## src/rtl/adc_serial_capture.sv

```systemverilog
// Periodic 16-bit serial ADC frame master; result published 33*CLK_DIV cycles after cs_n falls.
// ready is a level held READY_HOLD cycles per sample; no backpressure, the sample timer paces frames.
module adc_serial_capture #(
    parameter int CLK_DIV       = 4,
    parameter int DATA_BITS     = 12,
    parameter int SAMPLE_PERIOD = 1000,
    parameter int READY_HOLD    = 4
) (
    input  logic        clk,
    input  logic        reset,
    input  logic        enable,
    input  logic        sdata,
    output logic        cs_n,
    output logic        sclk,
    output logic [15:0] data,
    output logic        ready,
    output logic        busy
);

    localparam int              TW         = $clog2(SAMPLE_PERIOD + 1);
    localparam logic [TW-1:0]   TIMER_LAST = TW'(SAMPLE_PERIOD - 1);
    localparam logic [7:0]      DIV_LAST   = 8'(CLK_DIV - 1);
    localparam logic [7:0]      HOLD_LAST  = 8'(READY_HOLD - 1);
    localparam logic [15:0]     DATA_MASK  = 16'hFFFF >> (16 - DATA_BITS);

    typedef enum logic [2:0] {IDLE, SETUP, SHIFT, HOLD, PUBLISH} state_t;

    state_t        state, state_nxt;
    logic [TW-1:0] timer, timer_nxt;
    logic [7:0]    div_cnt, div_cnt_nxt;
    logic [3:0]    bit_cnt, bit_cnt_nxt;
    logic [7:0]    hold_cnt, hold_cnt_nxt;
    logic [15:0]   shift, shift_nxt;
    logic [15:0]   data_nxt;
    logic          cs_n_nxt, sclk_nxt, ready_nxt;
    logic          tick;

    always_comb begin
        state_nxt    = state;
        div_cnt_nxt  = div_cnt + 8'd1;
        bit_cnt_nxt  = bit_cnt;
        hold_cnt_nxt = hold_cnt;
        shift_nxt    = shift;
        data_nxt     = data;
        cs_n_nxt     = cs_n;
        sclk_nxt     = sclk;
        ready_nxt    = ready;
        tick         = (div_cnt == DIV_LAST);

        if (!enable)
            timer_nxt = '0;
        else if (timer == TIMER_LAST)
            timer_nxt = '0;
        else
            timer_nxt = timer + 1'b1;

        if (tick)
            div_cnt_nxt = '0;

        case (state)
            IDLE: begin
                div_cnt_nxt = '0;
                // A start coinciding with a busy FSM is simply lost, never queued.
                if (enable && timer == '0) begin
                    cs_n_nxt  = 1'b0;
                    state_nxt = SETUP;
                end
            end
            SETUP: begin
                if (tick) begin
                    sclk_nxt    = 1'b0;
                    bit_cnt_nxt = '0;
                    state_nxt   = SHIFT;
                end
            end
            SHIFT: begin
                if (tick) begin
                    if (!sclk) begin
                        // Sample on the edge that raises sclk; the ADC changed sdata after the fall.
                        sclk_nxt    = 1'b1;
                        shift_nxt   = {shift[14:0], sdata};
                        bit_cnt_nxt = bit_cnt + 4'd1;
                        if (bit_cnt == 4'd15)
                            state_nxt = HOLD;
                    end else begin
                        sclk_nxt = 1'b0;
                    end
                end
            end
            HOLD: begin
                if (tick) begin
                    cs_n_nxt     = 1'b1;
                    data_nxt     = shift & DATA_MASK;
                    ready_nxt    = 1'b1;
                    hold_cnt_nxt = '0;
                    state_nxt    = PUBLISH;
                end
            end
            PUBLISH: begin
                div_cnt_nxt = '0;
                if (hold_cnt == HOLD_LAST) begin
                    ready_nxt = 1'b0;
                    state_nxt = IDLE;
                end else begin
                    hold_cnt_nxt = hold_cnt + 8'd1;
                end
            end
            default: state_nxt = IDLE;
        endcase
    end

    always_ff @(posedge clk or negedge reset) begin
        if (!reset) begin
            state    <= IDLE;
            timer    <= '0;
            div_cnt  <= '0;
            bit_cnt  <= '0;
            hold_cnt <= '0;
            shift    <= '0;
            data     <= '0;
            cs_n     <= 1'b1;
            sclk     <= 1'b1;
            ready    <= 1'b0;
        end else begin
            state    <= state_nxt;
            timer    <= timer_nxt;
            div_cnt  <= div_cnt_nxt;
            bit_cnt  <= bit_cnt_nxt;
            hold_cnt <= hold_cnt_nxt;
            shift    <= shift_nxt;
            data     <= data_nxt;
            cs_n     <= cs_n_nxt;
            sclk     <= sclk_nxt;
            ready    <= ready_nxt;
        end
    end

    assign busy = (state != IDLE);

endmodule

```

## config.mk

```make
export PLATFORM = sky130hd
export DESIGN_NAME = adc_serial_capture
export DESIGN_NICKNAME = d
export VERILOG_FILES = /design/src/rtl/adc_serial_capture.sv
export SDC_FILE = /design/constraint.sdc
export NUM_CORES = 1
export LEC_CHECK = 0
export CAP_MARGIN = 20
export CELL_PAD_IN_SITES_DETAIL_PLACEMENT = 0
export CELL_PAD_IN_SITES_GLOBAL_PLACEMENT = 1
export CORE_ASPECT_RATIO = 0.8
export CORE_UTILIZATION = 45
export CTS_CLUSTER_SIZE = 28
export DETAILED_ROUTE_END_ITERATION = 12
export GPL_ROUTABILITY_DRIVEN = 0
export PLACE_DENSITY_LB_ADDON = 0.1
export RECOVER_POWER = 50
export SYNTH_ARGS = -nofsm -noshare
export SYNTH_HDL_FRONTEND = slang
export SYNTH_SLANG_ARGS = --single-unit
export TNS_END_PERCENT = 20
```

## constraint.sdc

```tcl
create_clock -name clk -period 3.4 [get_ports clk]
set_input_delay 0.34 -clock clk [delete_from_list [all_inputs] [get_ports clk]]
set_output_delay 0.34 -clock clk [all_outputs]
set_load 0.02 [all_outputs]
```

==> impl_metrics.tcl, run 1 <==
set metrics [dict create \
    status "complete, no violations" \
    wl_per_cell_um 14.2 \
    grt_max_degree 42 \
    antenna_found_initial 0 \
    required_ns 3.71 \
    path_cells "dlygate4sd3_1 -> clkbuf_1 -> clkbuf_2" \
    yosys-top-cells-area "dfrtp_1 (51%), mux2_2 (7.6%), xor2_1 (4.3%)" \
    yosys-top-cells-count "dfrtp_1 (58), nor2_1 (28), mux2_2 (19)" \
    coreArea_um2 5970 \
    nets 279 \
    totalWireLength_um 5070 \
    fin_worst_skew_ns 0.00814 \
    yosysSeqAreaShare_pct 53.2 \
    synth.most_common_cell "dfrtp_1" \
    ys_types 51 \
    netlist_area_um2 2830 \
    power_density_nw_per_um2 641 \
    grt_pass1_wl_um 8850 \
    critPathMaxFanout 41 \
    vias 1819 \
    async_flop_share_pct 100 \
    drv_cap 0 \
    synth-seq-cells 60 \
    yosysTopAreaCellShare_pct 51.3 \
    timing.slew.headroom_pct 25.7 \
    clock-sinks 60 \
    die_area_um2 6610 \
    cts_tree "yes" \
    cts_resized 0 \
    htree_num_levels 3 \
    max_stage_delay_ns 0.90 \
    synth_area_leader_cell "dfrtp_1" \
    diodes 0 \
    post-route-period-util_pct 67.3 \
    dieWidth_um 90.6 \
    max-vdd-ir-drop_mv 0.392 \
    drc 0 \
    via_per_inst 5.11 \
    r2r_end "data[9]" \
    portBuffers 19 \
    num_io_pins 24 \
    r2r_cells 4 \
    ant_nets 0 \
    drv_slew 0 \
    finalCriticalPeriod_ns 2.29 \
    fmax_mhz 437 \
    holdCritStartpoint "timer[0]" \
    ff2ff_setup_slack_ns 1.24 \
    finalSetupViolCount 0 \
    dpl.hpwl_um 3360 \
    cp-end-kind "async pin" \
    path_clk_slew_ns 0.07 \
    hold_end "timer[0]" \
    synth_warnings 0 \
    fin_setup_tns_ns 0 \
    synthCells 245 \
    critical_path.top_delay_family "buffers and inverters" \
    setup.worst_path.class "in2async" \
    worstMarginPinSlew_ns 1.11 \
    hold_viol 0 \
    drtPass1Iterations 4 \
    grt_pass1_vias 1822 \
    gr-total-overflow 0 \
    insertion_delay_ns 0.33 \
    hp-class "reg2reg" \
    syn_avg_cell_area_um2 11.5 \
    numCtsBuffers 9 \
    r2r-start "div_cnt[0]" \
    crit_buf_inv 3 \
    clock_path_buffers 2 \
    rows 25 \
    critPathLaunchType "input pin" \
    syn2layout_area_growth_pct 15.8 \
    whs_path_depth 1 \
    drive_above_1_share_pct 18.5 \
    track_usage_pct 17.5 \
    hold_ws_ns 0.494 \
    rsz0062_at_grt "false" \
    initial_core_util_pct 47.3 \
    die_h_um 72.9 \
    synth_edf_count 0 \
    crit_slowest_cell "clkbuf_2" \
    synthFlopType "dfrtp_1" \
    p_leak_uw 0.00154 \
    drt_iter0_markers 104 \
    arrival_ns 2.60 \
    root_buffer "clkbuf_8" \
]
[stage by stage]
stage	area [µm²]	worst slack [ns]	instances	total power, µW	utilization [%]
2_1_floorplan	2840	1.56	248	1320	-
3_3_place_gp	3070	1.29	339	1480	51.4
3_5_place_dp	3070	1.23	339	1480	51.4
4_1_cts	3280	1.11	356	2130	54.9
5_1_grt	3280	0.612	356	2230	54.8
6_report	3280	1.11	356	2100	54.8
[logic make-up after synthesis]
group	count (synthesis)	share of synthesized area (%)
and+or+nand+nor	100	20.4
DFF	60	53.2
muxes	25	10.6
xor gates and xnor gates	20	6.19
AOI/OAI and AO/OA	19	4.42
buffers and inverters	15	2.88
adders and majority gates	5	2.21
other	1	0.133
[report_power, final]
group          total [µW]  internal (µW)  leakage, µW  switching (µW)
logic                 496            230     0.000647             266
registers             972            826     0.000804             146
clock network         631            342    0.0000923             289
[area by class of cell]
cell class | count | area (µm²)
Clock inverter | 7 | 75.1
Fill cell | 509 | 2700
Inverter | 5 | 18.8
Sequential cell | 60 | 1500
Clock buffer | 9 | 124
Timing Repair Buffer | 21 | 199
Multi-Input combinational cell | 173 | 1250
Tap cell | 81 | 101
[state kept, by name, indices dropped and copies added (netlist names)]
name	flops
hold_cnt	8
bit_cnt	4
ready	1
shift	12
state	3
sclk	1
data	12
cs_n	1
div_cnt	8
timer	10
[cells in the final DEF, fill, tap and decap left out, types with 2 or more instances in the layout]
master / netlist / layout
nor4_1: 2 / 2
nand2_1: 15 / 15
inv_1: 5 / 5
nor2b_1: 3 / 3
ha_1: 5 / 5
xnor2_1: 6 / 6
conb_1: 1 / 4
inv_6: 0 / 2
dfstp_2: 2 / 2
dfrtp_1: 58 / 58
mux2_2: 19 / 19
nor3_1: 3 / 3
clkbuf_8: 0 / 9
or4_1: 2 / 2
clkinvlp_4: 0 / 3
and3_1: 6 / 6
nand4_1: 4 / 4
a21o_1: 2 / 2
clkdlybuf4s50_1: 0 / 18
mux2_4: 5 / 5
nor2_1: 28 / 28
nand3_1: 18 / 18
and4b_1: 2 / 2
o21ai_0: 8 / 9
xor2_1: 14 / 14
[how the worst max path moves through the flow]
stage | from | endpoint | slack [ns] | cells past startpoint
6_report | reset | shift[9] | 1.11 | 3
4_1_cts | state[1] | busy | 1.11 | 2
3_3_place_gp | div_cnt[0] | data[10] | 1.29 | 4
3_5_place_dp | div_cnt[0] | data[6] | 1.23 | 4
5_1_grt | reset | div_cnt[7] | 0.61 | 3
2_1_floorplan | div_cnt[0] | data[10] | 1.56 | 5
[what timing repair did]
item | 4_1_cts | 5_1_grt
hold buffers | 1 | 0
endpoints found under the hold margin | 18 | 0
setup buffers | 0 | 0
[layer usage]
layer  up-vias  global-route usage [%]  share of wire [%]  wire [µm]
met3         7                    5.00                2.9        147
met5         -                       0                  0          0
met1       886                    24.2                 51       2590
met2        23                    26.3                 45       2260
li1        903                       -                  -          -
met4         0                    6.45                1.2         63
Note: power is estimated with default switching activity, not from simulation.
==> inputs of run 2 (changes only) <==
==> constraint.sdc (replaced) <==
create_clock -name clk -period 2.3 [get_ports clk]
set_input_delay 0.23 -clock clk [delete_from_list [all_inputs] [get_ports clk]]
set_output_delay 0.23 -clock clk [all_outputs]
set_load 0.02 [all_outputs]
==> run 2 against run 1 <==
Against the previous run:
- clock skew grew 0.0031 ns
- die area is the same
- sequential share of layout area grew 0.088 points
- largest power group unchanged
- combinational power grew 51%
- critical path depth shrank 1
- global-route usage grew 0.087 points
- clock power grew 40%
==> impl_metrics.tcl, run 2 (synthesis gave the netlist of run 1 again) <==
set metrics [dict create \
    root_buffer "clkbuf_8" \
    worstMarginPinSlew_ns 1.45 \
    finalCriticalPeriod_ns 2.12 \
    diodes 0 \
    finalSetupViolCount 0 \
    dpl.hpwl_um 3250 \
    die_h_um 72.9 \
    hold_ws_ns 0.480 \
    syn2layout_area_growth_pct 15.6 \
    numCtsBuffers 9 \
    power_density_nw_per_um2 932 \
    cp-end-kind "output pin" \
    num_io_pins 24 \
    portBuffers 19 \
    ff2ff_setup_slack_ns 0.25 \
    drc 0 \
    clock_path_buffers 2 \
    wl_per_cell_um 14.1 \
    drv_slew 0 \
    whs_path_depth 1 \
    r2r_end "data[8]" \
    critPathLaunch "state[0]" \
    insertion_delay_ns 0.34 \
    post-route-util_pct 54.7 \
    drt_iter0_markers 103 \
    track_usage_pct 17.6 \
    finalPower_uw 3050 \
    final_cell_area_um2 3270 \
    totalWireLength_um 5020 \
    fillCellCount 504 \
    r2r-start "div_cnt[0]" \
    multi_input_area_um2 1250 \
    p_leak_uw 0.00154 \
    drtPass1Iterations 4 \
    htree_num_levels 3 \
    nets 281 \
    timing.slew.headroom_pct 3.02 \
    fin_setup_tns_ns 0 \
    hp-class "reg2reg" \
    r2r_cells 4 \
    fin_worst_skew_ns 0.0112 \
    drv_cap 0 \
    dieWidth_um 90.6 \
    antenna_found_initial 0 \
    ant_nets 0 \
    cts_tree "yes" \
    rsz0062_at_grt "false" \
    cts_resized 0 \
    clock-sinks 60 \
    hold_viol 0 \
    critPathLaunchType "flip-flop" \
    placed_area_um2 3100 \
    path_clk_slew_ns 0.06 \
    drive_above_1_share_pct 18.2 \
    grt_pass1_vias 1815 \
    status "complete, no violations" \
    setup.worst_path.class "reg2out" \
    post-cts-setup-buffer-count 0 \
    initial_core_util_pct 47.3 \
    vias 1826 \
    gr-total-overflow 0 \
    fmax_mhz 472 \
    post-route-period-util_pct 92.0 \
    coreArea_um2 5970 \
    max-vdd-ir-drop_mv 0.423 \
    arrival_ns 1.89 \
    seqCellArea_um2 1500 \
    final_common_cell "dfrtp_1" \
    rows 25 \
    grt_max_degree 61 \
    required_ns 2.07 \
    via_per_inst 5.13 \
    grt_pass1_wl_um 8860 \
    die_area_um2 6610 \
    final_cell_mix "dfrtp_1 (58), nor2_1 (28), mux2_2 (19)" \
    critPathMaxFanout 13 \
    largestRegisters "data: 12 flops, shift: 12 flops, timer: 10 flops" \
    worstSetupEndpoint "busy" \
]
run 2: changes by cell type in the layout (fill, tap and decap cells not counted), sizes merged:
cell    before  now
clkinv       1    0
clkbuf      11   12
buf          0    2
inv          7    5
run 2: critical path: stages, from the launching register on:
cell and delay [ns]:
dfrtp_1 0.54, or3_1 0.46, clkdlybuf4s50_1 0.56
run 2: layout make-up:
class | count | area share, %
clock buffers | 10 | 3.90
clock inverters | 4 | 1.61
inverters | 5 | 0.574
multi-input cells | 173 | 38.3
flip-flops and latches | 60 | 46.0
well taps | 81 | 3.10
repair buffers | 23 | 6.47
run 2: worst min-delay path by stage:
stage               slack, ns         end      from
finish                   0.48    timer[0]  timer[0]
detailed placement       0.26  bit_cnt[1]     reset
global placement         0.26  bit_cnt[0]     reset
floorplan               -0.07  bit_cnt[0]     reset
CTS                      0.43    shift[7]     reset
global route             0.51    shift[0]     sdata
run 2: per-layer routing:
metal  up-vias  global-route usage, %  routed length (µm)
met1       882                   23.6                2620
met3         7                   6.56                 199
met2        29                   26.4                2150
li1        908                      -                   -
met4         0                   5.73                  51
met5         -                      0                   0
run 2: per-stage QoR:
| step | cells | worst slack (ns) |
|---|---|---|
| after global routing | 356 | 0.116 |
| after floorplan | 248 | 0.460 |
| after detailed placement | 341 | 0.221 |
| final | 356 | 0.183 |
| after CTS | 356 | 0.153 |
| after global placement | 341 | 0.261 |
run 2: report_power, final:
part,total [µW],internal [µW],switching (µW),leakage (µW)
Sequential,1420,1220,195,0.000804
Combinational,749,343,406,0.000656
Clock,881,488,394,0.0000805
Total,3050,2050,994,0.00154
run 2: what timing repair did:
action                                  in CTS  in global routing
endpoints found under the hold margin       58                  0
hold buffers                                 1                  0
endpoints found under the setup margin       0                  0
